==> src/rtl/common.sv <==
// rtl/common.sv - data-bus request/response types shared across the memory system
package common;

   localparam int DATA_W = 64;

   typedef enum logic [1:0] {
      MSIZE1 = 2'd0,
      MSIZE2 = 2'd1,
      MSIZE4 = 2'd2,
      MSIZE8 = 2'd3
   } msize_t;

   typedef struct packed {
      logic              valid;
      logic [DATA_W-1:0] addr;
      msize_t            size;
      logic [7:0]        strobe;
      logic [DATA_W-1:0] data;
   } dbus_req_t;

   typedef struct packed {
      logic              data_ok;
      logic [DATA_W-1:0] data;
   } dbus_resp_t;

endpackage

==> src/rtl/mem_access_ctrl_pkg.sv <==
// rtl/mem_access_ctrl_pkg.sv - size-to-strobe and alignment helpers for the MEM stage
package mem_access_ctrl_pkg;

   import common::*;

   function automatic logic [7:0] base_strobe(input msize_t size);
      case (size)
         MSIZE1:  return 8'h01;
         MSIZE2:  return 8'h03;
         MSIZE4:  return 8'h0F;
         default: return 8'hFF;
      endcase
   endfunction

   function automatic logic addr_misaligned(input logic [2:0] addr_lo, input msize_t size);
      case (size)
         MSIZE1:  return 1'b0;
         MSIZE2:  return addr_lo[0];
         MSIZE4:  return |addr_lo[1:0];
         default: return |addr_lo;
      endcase
   endfunction

endpackage

==> src/rtl/temp_storage.sv <==
// rtl/temp_storage.sv - pipeline register bundles between EX/MEM and MEM/WB
package temp_storage;

   import common::*;

   typedef struct packed {
      logic              mem_read;
      logic              mem_write;
      logic [2:0]        mem_funct3;
      logic [DATA_W-1:0] alu_result;
      logic [DATA_W-1:0] store_data;
      logic [4:0]        reg_dest_addr;
      logic              reg_write_enable;
   } ex_mem;

   typedef struct packed {
      logic [4:0]        reg_dest_addr;
      logic              reg_write_enable;
      logic [DATA_W-1:0] reg_write_data;
   } mem_wb;

endpackage

==> src/rtl/mem_align.sv <==
// rtl/mem_align.sv - byte-lane placement for stores and extraction/extension for loads
// Purely combinational so the cache can share it.
module mem_align #(
   parameter int XLEN = 64
) (
   input  logic [2:0]      addr_lo,
   input  logic [2:0]      funct3,
   input  logic [XLEN-1:0] store_data,
   input  logic [XLEN-1:0] load_data,
   output logic [7:0]      strobe,
   output logic [XLEN-1:0] store_shifted,
   output logic [XLEN-1:0] load_result,
   output logic            misalign
);
   import common::*;
   import mem_access_ctrl_pkg::*;

   msize_t          size;
   logic            sx;
   logic [XLEN-1:0] lane;

   always_comb begin
      size          = msize_t'(funct3[1:0]);
      sx            = ~funct3[2];
      strobe        = base_strobe(size) << addr_lo;
      store_shifted = store_data << {addr_lo, 3'b000};
      lane          = load_data >> {addr_lo, 3'b000};
      misalign      = addr_misaligned(addr_lo, size);
      case (size)
         MSIZE1:  load_result = {{(XLEN-8){sx & lane[7]}}, lane[7:0]};
         MSIZE2:  load_result = {{(XLEN-16){sx & lane[15]}}, lane[15:0]};
         MSIZE4:  load_result = {{(XLEN-32){sx & lane[31]}}, lane[31:0]};
         default: load_result = lane;
      endcase
   end

endmodule

==> src/rtl/mem_access_ctrl.sv <==
// rtl/mem_access_ctrl.sv - MEM stage sequencer: issues data-bus requests, stalls, formats loads
module mem_access_ctrl
   import common::*;
   import temp_storage::*;
#(
   parameter int XLEN = 64
) (
   input  logic       clk,
   input  logic       reset,
   input  logic       in_valid,
   input  ex_mem      ex_mem_state,
   input  logic       flush,
   output dbus_req_t  dreq,
   input  dbus_resp_t dresp,
   output logic       stall,
   output logic       out_valid,
   output mem_wb      mem_wb_state,
   output logic       misalign
);

   typedef enum logic [1:0] {S_IDLE, S_BUSY, S_RESP} state_t;

   state_t            state_q, state_d;
   logic              req_valid_q, req_valid_d;
   logic [XLEN-1:0]   req_addr_q, req_addr_d;
   msize_t            req_size_q, req_size_d;
   logic [7:0]        req_strobe_q, req_strobe_d;
   logic [XLEN-1:0]   req_data_q, req_data_d;
   logic              is_load_q, is_load_d;
   logic [2:0]        funct3_q, funct3_d;
   logic [4:0]        rd_q, rd_d;
   logic              we_q, we_d;
   logic              flushed_q, flushed_d;
   logic              out_valid_q, out_valid_d;
   logic              misalign_q, misalign_d;
   mem_wb             mem_wb_q, mem_wb_d;

   logic              mem_op;
   logic [2:0]        al_addr;
   logic [2:0]        al_funct3;
   logic [7:0]        al_strobe;
   logic [XLEN-1:0]   al_store;
   logic [XLEN-1:0]   al_load;
   logic              al_misalign;

   // In IDLE the aligner looks at the incoming op; afterwards at the latched request.
   always_comb begin
      mem_op    = ex_mem_state.mem_read | ex_mem_state.mem_write;
      al_addr   = (state_q == S_IDLE) ? ex_mem_state.alu_result[2:0] : req_addr_q[2:0];
      al_funct3 = (state_q == S_IDLE) ? ex_mem_state.mem_funct3 : funct3_q;
   end

   mem_align #(.XLEN(XLEN)) u_align (
      .addr_lo       (al_addr),
      .funct3        (al_funct3),
      .store_data    (ex_mem_state.store_data),
      .load_data     (dresp.data),
      .strobe        (al_strobe),
      .store_shifted (al_store),
      .load_result   (al_load),
      .misalign      (al_misalign)
   );

   always_comb begin
      stall = (state_q == S_BUSY) ||
              ((state_q == S_IDLE) && in_valid && mem_op && !al_misalign);
   end

   always_comb begin
      state_d      = state_q;
      req_valid_d  = req_valid_q;
      req_addr_d   = req_addr_q;
      req_size_d   = req_size_q;
      req_strobe_d = req_strobe_q;
      req_data_d   = req_data_q;
      is_load_d    = is_load_q;
      funct3_d     = funct3_q;
      rd_d         = rd_q;
      we_d         = we_q;
      flushed_d    = flushed_q;
      out_valid_d  = 1'b0;
      misalign_d   = 1'b0;
      mem_wb_d     = mem_wb_q;

      case (state_q)
         S_IDLE: begin
            if (in_valid) begin
               if (!mem_op) begin
                  out_valid_d              = ~flush;
                  mem_wb_d.reg_dest_addr    = ex_mem_state.reg_dest_addr;
                  mem_wb_d.reg_write_enable = ex_mem_state.reg_write_enable;
                  mem_wb_d.reg_write_data   = ex_mem_state.alu_result;
               end else if (al_misalign) begin
                  out_valid_d              = ~flush;
                  misalign_d               = ~flush;
                  mem_wb_d.reg_dest_addr    = ex_mem_state.reg_dest_addr;
                  mem_wb_d.reg_write_enable = 1'b0;
                  mem_wb_d.reg_write_data   = ex_mem_state.alu_result;
               end else begin
                  state_d      = S_BUSY;
                  req_valid_d  = 1'b1;
                  req_addr_d   = ex_mem_state.alu_result;
                  req_size_d   = msize_t'(ex_mem_state.mem_funct3[1:0]);
                  req_strobe_d = ex_mem_state.mem_write ? al_strobe : 8'h00;
                  req_data_d   = ex_mem_state.mem_write ? al_store : '0;
                  is_load_d    = ex_mem_state.mem_read & ~ex_mem_state.mem_write;
                  funct3_d     = ex_mem_state.mem_funct3;
                  rd_d         = ex_mem_state.reg_dest_addr;
                  we_d         = ex_mem_state.reg_write_enable;
                  flushed_d    = flush;
               end
            end
         end
         S_BUSY: begin
            // A flushed transaction still completes on the bus; only its writeback is dropped.
            flushed_d = flushed_q | flush;
            if (dresp.data_ok) begin
               state_d                   = S_RESP;
               req_valid_d               = 1'b0;
               out_valid_d               = ~(flushed_q | flush);
               mem_wb_d.reg_dest_addr    = rd_q;
               mem_wb_d.reg_write_enable = we_q & is_load_q;
               mem_wb_d.reg_write_data   = is_load_q ? al_load : '0;
            end
         end
         default: begin
            state_d   = S_IDLE;
            flushed_d = 1'b0;
         end
      endcase
   end

   always_ff @(posedge clk) begin
      if (reset) begin
         state_q      <= S_IDLE;
         req_valid_q  <= 1'b0;
         req_addr_q   <= '0;
         req_size_q   <= MSIZE1;
         req_strobe_q <= '0;
         req_data_q   <= '0;
         is_load_q    <= 1'b0;
         funct3_q     <= '0;
         rd_q         <= '0;
         we_q         <= 1'b0;
         flushed_q    <= 1'b0;
         out_valid_q  <= 1'b0;
         misalign_q   <= 1'b0;
         mem_wb_q     <= '0;
      end else begin
         state_q      <= state_d;
         req_valid_q  <= req_valid_d;
         req_addr_q   <= req_addr_d;
         req_size_q   <= req_size_d;
         req_strobe_q <= req_strobe_d;
         req_data_q   <= req_data_d;
         is_load_q    <= is_load_d;
         funct3_q     <= funct3_d;
         rd_q         <= rd_d;
         we_q         <= we_d;
         flushed_q    <= flushed_d;
         out_valid_q  <= out_valid_d;
         misalign_q   <= misalign_d;
         mem_wb_q     <= mem_wb_d;
      end
   end

   always_comb begin
      dreq.valid   = req_valid_q;
      dreq.addr    = req_addr_q;
      dreq.size    = req_size_q;
      dreq.strobe  = req_strobe_q;
      dreq.data    = req_data_q;
      out_valid    = out_valid_q;
      misalign     = misalign_q;
      mem_wb_state = mem_wb_q;
   end

endmodule
==> config.mk <==
export PLATFORM = sky130hd
export DESIGN_NAME = mem_access_ctrl
export DESIGN_NICKNAME = d
export VERILOG_FILES = /design/src/rtl/common.sv /design/src/rtl/mem_access_ctrl_pkg.sv /design/src/rtl/temp_storage.sv /design/src/rtl/mem_align.sv /design/src/rtl/mem_access_ctrl.sv
export SDC_FILE = /design/constraint.sdc
export NUM_CORES = 1
export LEC_CHECK = 0
export ABC_AREA = 0
export CORE_MARGIN = 5
export CORE_UTILIZATION = 51
export CTS_CLUSTER_SIZE = 30
export DETAILED_ROUTE_END_ITERATION = 10
export PLACE_DENSITY = 0.89
export SYNTH_ARGS = -nofsm -noshare
export SYNTH_HDL_FRONTEND = slang
export SYNTH_SLANG_ARGS = --single-unit
==> constraint.sdc <==
create_clock -name clk -period 5.1 [get_ports clk]
set_input_delay 1.275 -clock clk [delete_from_list [all_inputs] [get_ports clk]]
set_output_delay 1.275 -clock clk [all_outputs]
set_load 0.005 [all_outputs]
==> reports/qor.csv, run 1 <==
metric;value;unit
Sink Count;222;
Synth Flop Type;dfxtp_1;
Post-CTS Hold Buffers;0;
via count;15164;
grt ovf;0;
RSZ-0062 raised after global routing;false;
Clock Latency Late Sink;550;ps
Synth Area per Inst;7.420;um^2
Synth area leaders;dfxtp_1 (34%), nand2_1 (13%), a21oi_1 (8.9%), mux2i_1 (5.2%), o21ai_0 (3.2%);
reg-to-reg slack, setup;1240;ps
Reg2Reg Depth;9;
Slew Limit Fails;0;
Syn Inst Count;1752;
library cells used by synthesis;69;
WL final;57170;um
most instantiated cells after synthesis;nand2_1 (440), a21oi_1 (232), dfxtp_1 (222), clkbuf_1 (96), o21ai_0 (84);
GP Congestion;0.9917;
largest net degree at the start of global routing;104;
worst hold-check path type;reg2reg;
met2 Usage GRT;0.6428;
Reg-to-Reg Start;state_q[1];
Yosys reg bits;222;
IO buf count;419;
Top Usage Layer GRT;met2;
CTS tree;done;
VDD IR max;0.0002406;V
max-cap violation count;0;
multi-input logic area;7756;um^2
crit path time final;4830;ps
CP Data Required Time;3830;ps
Mapped Nets;1960;
Die Footprint;28780;um^2
I/O pin cnt;420;
Final Total Pwr;5.305;mW
Core Footprint;25110;um^2
Area growth syn-to-layout;38.74;%
Yosys top cell by area;dfxtp_1;
Final setup viols;0;
First-pass DRT Iterations;9;
initial core utilization;0.5177;
EDFF count, synth;0;
initial DRC count;2033;
met3 GRT Util;0.09131;
clk buf depth;3;
sequential area share after synthesis;0.3419;
hold path depth;2;
DRC Markers;0;
post-synth top area share;0.3419;
Clock Pin Slew Worst Setup and Hold Paths;60;ps
CP endpoint kind;output port;
setup slack after layout;269.6;ps
Fmax;207.0;MHz
Arr. time, crit path;3560;ps
share of cells above drive strength 1;0.07122;
Hold Path End;req_addr_q[18];
worst-path fanout max;4;
hold path start;req_addr_q[18];
Setup TNS;0;ps
period utilization;0.9471;
post-route ant nets;0;
initial antenna violation count;9;
storage element area;4444;um^2
Worst slew margin;0.1683;
Cell Area, Synth;13000;um^2
pre-CTS setup slack;292.9;ps
Nets;2282;
Fillers;1970;
DR vias/cell;6.240;
met1 track demand over resource;0.4448;
setup bufs post-CTS;0;
top-count cell post-synth;nand2_1;
FFs w/ async S/R, synth;0;
P_leak;6.686;nW
Reg-to-Reg End;req_data_q[50];
Critical Path Start Type;primary input;
status;completed;
Final HPWL DP;42290;um
TritonCTS Buffers;25;
average wire per standard cell;23.52;um
vias in the first global route;14647;
die height;169.7;um
Clock Skew;20.97;ps
DIE WIDTH;169.7;um
measured slew at the worst slew-check pin;1243;ps
final hold vios;0;
worst setup path class;in2out;
# resized after CTS;0;
first-pass GRT wire length;86220;um
gr usage total;0.3761;
Root Buffer;clkbuf_16;
Synth Warn #;0;
PwrDens;294.1;nW/um^2
Rows;58;
H-tree depth;1;
final core occ;0.7183;
==> cell usage in the layout (no fill, tap or decap), types with 9 or more instances in the layout <==
cell	instances
nand2_1	438
clkdlybuf4s50_1	418
a21oi_1	232
dfxtp_1	222
o21ai_0	84
nor2_1	77
mux2i_1	68
nand3_1	64
nor3_1	43
buf_4	43
a211oi_1	41
a21o_1	25
clkbuf_16	25
mux2_2	20
and3_1	17
inv_1	17
o21bai_1	17
a311oi_1	16
o311ai_0	15
o41ai_1	14
o211ai_1	11
o31ai_1	9
o221ai_1	9
==> power breakdown <==
| group | switching (mW) | internal (mW) | total [mW] |
|---|---|---|---|
| clock network | 0.771 | 0.969 | 1.74 |
| logic | 0.924 | 0.707 | 1.63 |
| registers | 0.0751 | 1.86 | 1.93 |
| total | 1.77 | 3.53 | 5.30 |
==> worst max path at each step <==
stage | to | cells after the start | slack, ps | from
6_report | stall | 7 | 270 | ex_mem_state[72]
5_1_grt | stall | 7 | 230 | ex_mem_state[72]
2_1_floorplan | stall | 8 | 830 | ex_mem_state[70]
3_5_place_dp | stall | 7 | 290 | ex_mem_state[72]
4_1_cts | stall | 7 | 290 | ex_mem_state[72]
3_3_place_gp | stall | 7 | 330 | ex_mem_state[72]
==> flip-flops by register name, summed over array words and instances (netlist names) <==
register and count:
req_valid_q 1, is_load_q 1, out_valid 1, flushed_q 1
misalign 1, we_q 1, req_strobe_q 8, req_data_q 64
rd_q 5, funct3_q 2, mem_wb_state 70, req_size_q 1
req_addr_q 64, state_q 2
==> metrics by stage <==
stage,std cells,hold WS [ps],area [um^2]
detailed placement,2377,433.0,17240
floorplan,1752,436.6,13000
global route,2430,466.6,18040
finish,2430,451.8,18040
CTS,2422,449.5,18020
global placement,2377,432.9,17240
==> critical path, cell delays in order <==
cell and delay (ps):
clkdlybuf4s50_1 600, or3b_2 520, a22oi_1 400, nor4_4 100
nand3_4 110, nand2_1 90, clkdlybuf4s50_1 460
==> cell families after synthesis <==
group / Yosys count / synth area share
buffers and inverters: 186 / 0.06554
AND/OR/NAND/NOR: 689 / 0.2298
flip-flops: 222 / 0.3419
multiplexers: 96 / 0.08354
AO/OA/AOI/OAI: 559 / 0.2792
==> layout make-up <==
cell class | instances | share of cell area
Multi-Input combinational cell | 1344 | 0.4300
Timing Repair Buffer | 464 | 0.2527
Sequential cell | 222 | 0.2464
Clock buffer | 35 | 0.03899
Tap cell | 330 | 0.02289
Clock inverter | 10 | 0.004301
Inverter | 17 | 0.003538
Antenna cell | 8 | 0.001110
==> metal layers <==
| metal | up-vias | routed length [um] |
|---|---|---|
| met2 | 1004 | 27450 |
| met5 | - | 8 |
| met1 | 7038 | 20300 |
| li1 | 6925 | - |
| met4 | 2 | 3049 |
| met3 | 195 | 6354 |
Note: power is estimated with default switching activity, not from simulation.
==> run 2, diff against run 1 <==
Settings changed: CTS_CLUSTER_DIAMETER set to 80, PLACE_DENSITY 0.89 to 0.87.
==> run 2 against run 1 <==
  * Register-to-register slack lost 110 ps
  * Sequential share of layout area grew 0.55 points
  * Clock skew rose by 28 ps
  * Die area is the same
  * Maximum frequency fell by 2.2%
  * Via count about the same
  * Global-route usage shrank 0.51 points
  * Routed wire length shrank 0.68%
  * Total power down 11%
  * Sequential cell count did not move
  * Critical path depth unchanged
  * Critical path type unchanged
  * Critical endpoint unchanged
  * Largest cell class unchanged
  * Largest power group unchanged
==> reports/qor.csv, run 2 (same netlist as run 1, synthesis figures left out) <==
metric;value;unit;change
status;completed;;
Top Usage Layer GRT;met2;;
initial antenna violation count;6;;-3
slowest CP cell;nor4_4;;
CP cell instances;clkdlybuf4s50_1, or3b_2, a22oi_1, nor4_4, nand3_4, nand2_1, clkdlybuf4s50_1;;
VDD IR max;0.0002159;V;-10%
H-tree depth;1;;unchanged
IO buf count;419;;unchanged
Final setup viols;0;;unchanged
grt ovf;0;;unchanged
worst-path fanout max;8;;+4
vias in the first global route;14655;;+0.055%
Clock Latency Late Sink;520;ps;-30 ps
Arr. time, crit path;3660;ps;+100 ps
first-pass GRT wire length;85080;um;-1.3%
Sink Count;222;;unchanged
GP Congestion;0.9893;;-0.24%
Post-CTS Hold Buffers;0;;unchanged
DIE WIDTH;169.7;um;unchanged
die height;169.7;um;unchanged
final hold vios;0;;unchanged
Core Footprint;25110;um^2;unchanged
# resized after CTS;0;;unchanged
Clock Skew;48.85;ps;+27.88 ps
most frequent cells in the layout;nand2_1 (438), clkdlybuf4s50_1 (418), a21oi_1 (232);;
met1 track demand over resource;0.4389;;-0.005871
Fmax;202.6;MHz;-2.2%
Non-Filler Instances;2400;;-1.2%
Root Buffer;clkbuf_16;;
DR vias/cell;6.324;;+1.3%
Nets;2269;;-0.57%
gr usage total;0.3709;;-0.005135
worst setup path class;in2out;;
P_leak;6.499;nW;-2.8%
initial core utilization;0.5177;;unchanged
crit path time final;4937;ps;+106.6 ps
met3 GRT Util;0.08945;;-0.001863
Rows;58;;unchanged
Final HPWL DP;42230;um;-0.14%
Area growth syn-to-layout;35.72;%;
clk buf depth;3;;unchanged
RSZ-0062 raised after global routing;false;;
via count;15177;;+0.086%
Setup TNS;0;ps;unchanged
First-pass DRT Iterations;8;;-1
TritonCTS Buffers;13;;-48%
most used cell, CP;clkdlybuf4s50_1;;
worst hold-check path type;reg2reg;;
Largest register FFs;70;;unchanged
Slew Limit Fails;0;;unchanged
PwrDens;268.6;nW/um^2;-8.7%
measured slew at the worst slew-check pin;1408;ps;+165.0 ps
DRC Markers;0;;unchanged
average wire per standard cell;23.66;um;+0.57%
Clock Pin Slew Worst Setup and Hold Paths;110;ps;+50 ps
CP endpoint kind;output port;;
initial DRC count;1804;;-11%
Worst slew margin;0.06134;;-0.1069
Die Footprint;28780;um^2;unchanged
commonest non-fill, non-tap cell in the layout;nand2_1;;
placed cells;2376;;-0.042%
max-cap violation count;0;;unchanged
setup bufs post-CTS;0;;unchanged
I/O pin cnt;420;;unchanged
share of cells above drive strength 1;0.06244;;-0.008784
CTS tree;done;;
Critical Path Start Type;primary input;;
CP Data Required Time;3830;ps;about the same
period utilization;0.9680;;+0.02089
max incr delay on CP;640;ps;+40 ps
post-route ant nets;0;;unchanged
met2 Usage GRT;0.6287;;-0.01416
WL final;56780;um;-0.68%
largest net degree at the start of global routing;106;;+1.9%
run 2: changes by cell type in the layout (fill, tap and decap cells not counted), sizes merged:
cell and change:
buf -1, clkbuf -22, clkinv -4, clkinvlp -2, diode -4, inv +3
run 2: metal layers:
metal  vias up  routed length [um]  share of wire
li1       6890                   -              -
met1      7128               20430           0.36
met2       957               26830           0.47
met3       198                6259           0.11
met4         4                3230          0.057
met5         -                  25        0.00044
run 2: area by class of cell:
cell class / count / area (um^2)
multi-input cells: 1344 / 7756
fillers: 2139 / 7466
repair buffers: 463 / 4538
flip-flops and latches: 222 / 4444
well taps: 330 / 412.9
clock buffers: 13 / 325.3
clock inverters: 7 / 92.59
inverters: 17 / 63.81
diodes: 4 / 10.01
run 2: metrics by stage:
stage               cell area, um^2  setup slack (ps)  utilization  hold slack, ps  power [mW]
floorplan                     13000             830.8            -           436.6       2.825
global placement              17220             218.4       0.6856           434.9       3.523
detailed placement            17220             148.6       0.6856           440.4       3.550
CTS                           17630             132.6       0.7023           459.0       4.717
global route                  17640             45.97       0.7027           473.2       4.923
finish                        17640             163.0       0.7027           456.6       4.740
run 2: final timing paths:
kind / start / slack (ps) / to / cells past startpoint
worst max register to register: state_q[1] / 1130 / mem_wb_state[23] / 8
worst min register to register: req_data_q[0] / 460 / req_data_q[0] / 2
worst min-delay path: req_data_q[0] / 460 / req_data_q[0] / 2
worst max-delay path: ex_mem_state[72] / 160 / stall / 7
run 2: where the power goes:
group / total (mW) / switching [mW] / internal [mW]
clock: 1.19 / 0.685 / 0.506
sequential: 1.93 / 0.0779 / 1.85
combinational: 1.62 / 0.913 / 0.702
total: 4.74 / 1.68 / 3.06
run 2: critical path, delay by kind of cell:
kind	cells	cell delay, ps
buffers and inverters	2	1020
and+or+nand+nor	4	1200
AOI/OAI and AO/OA	1	170
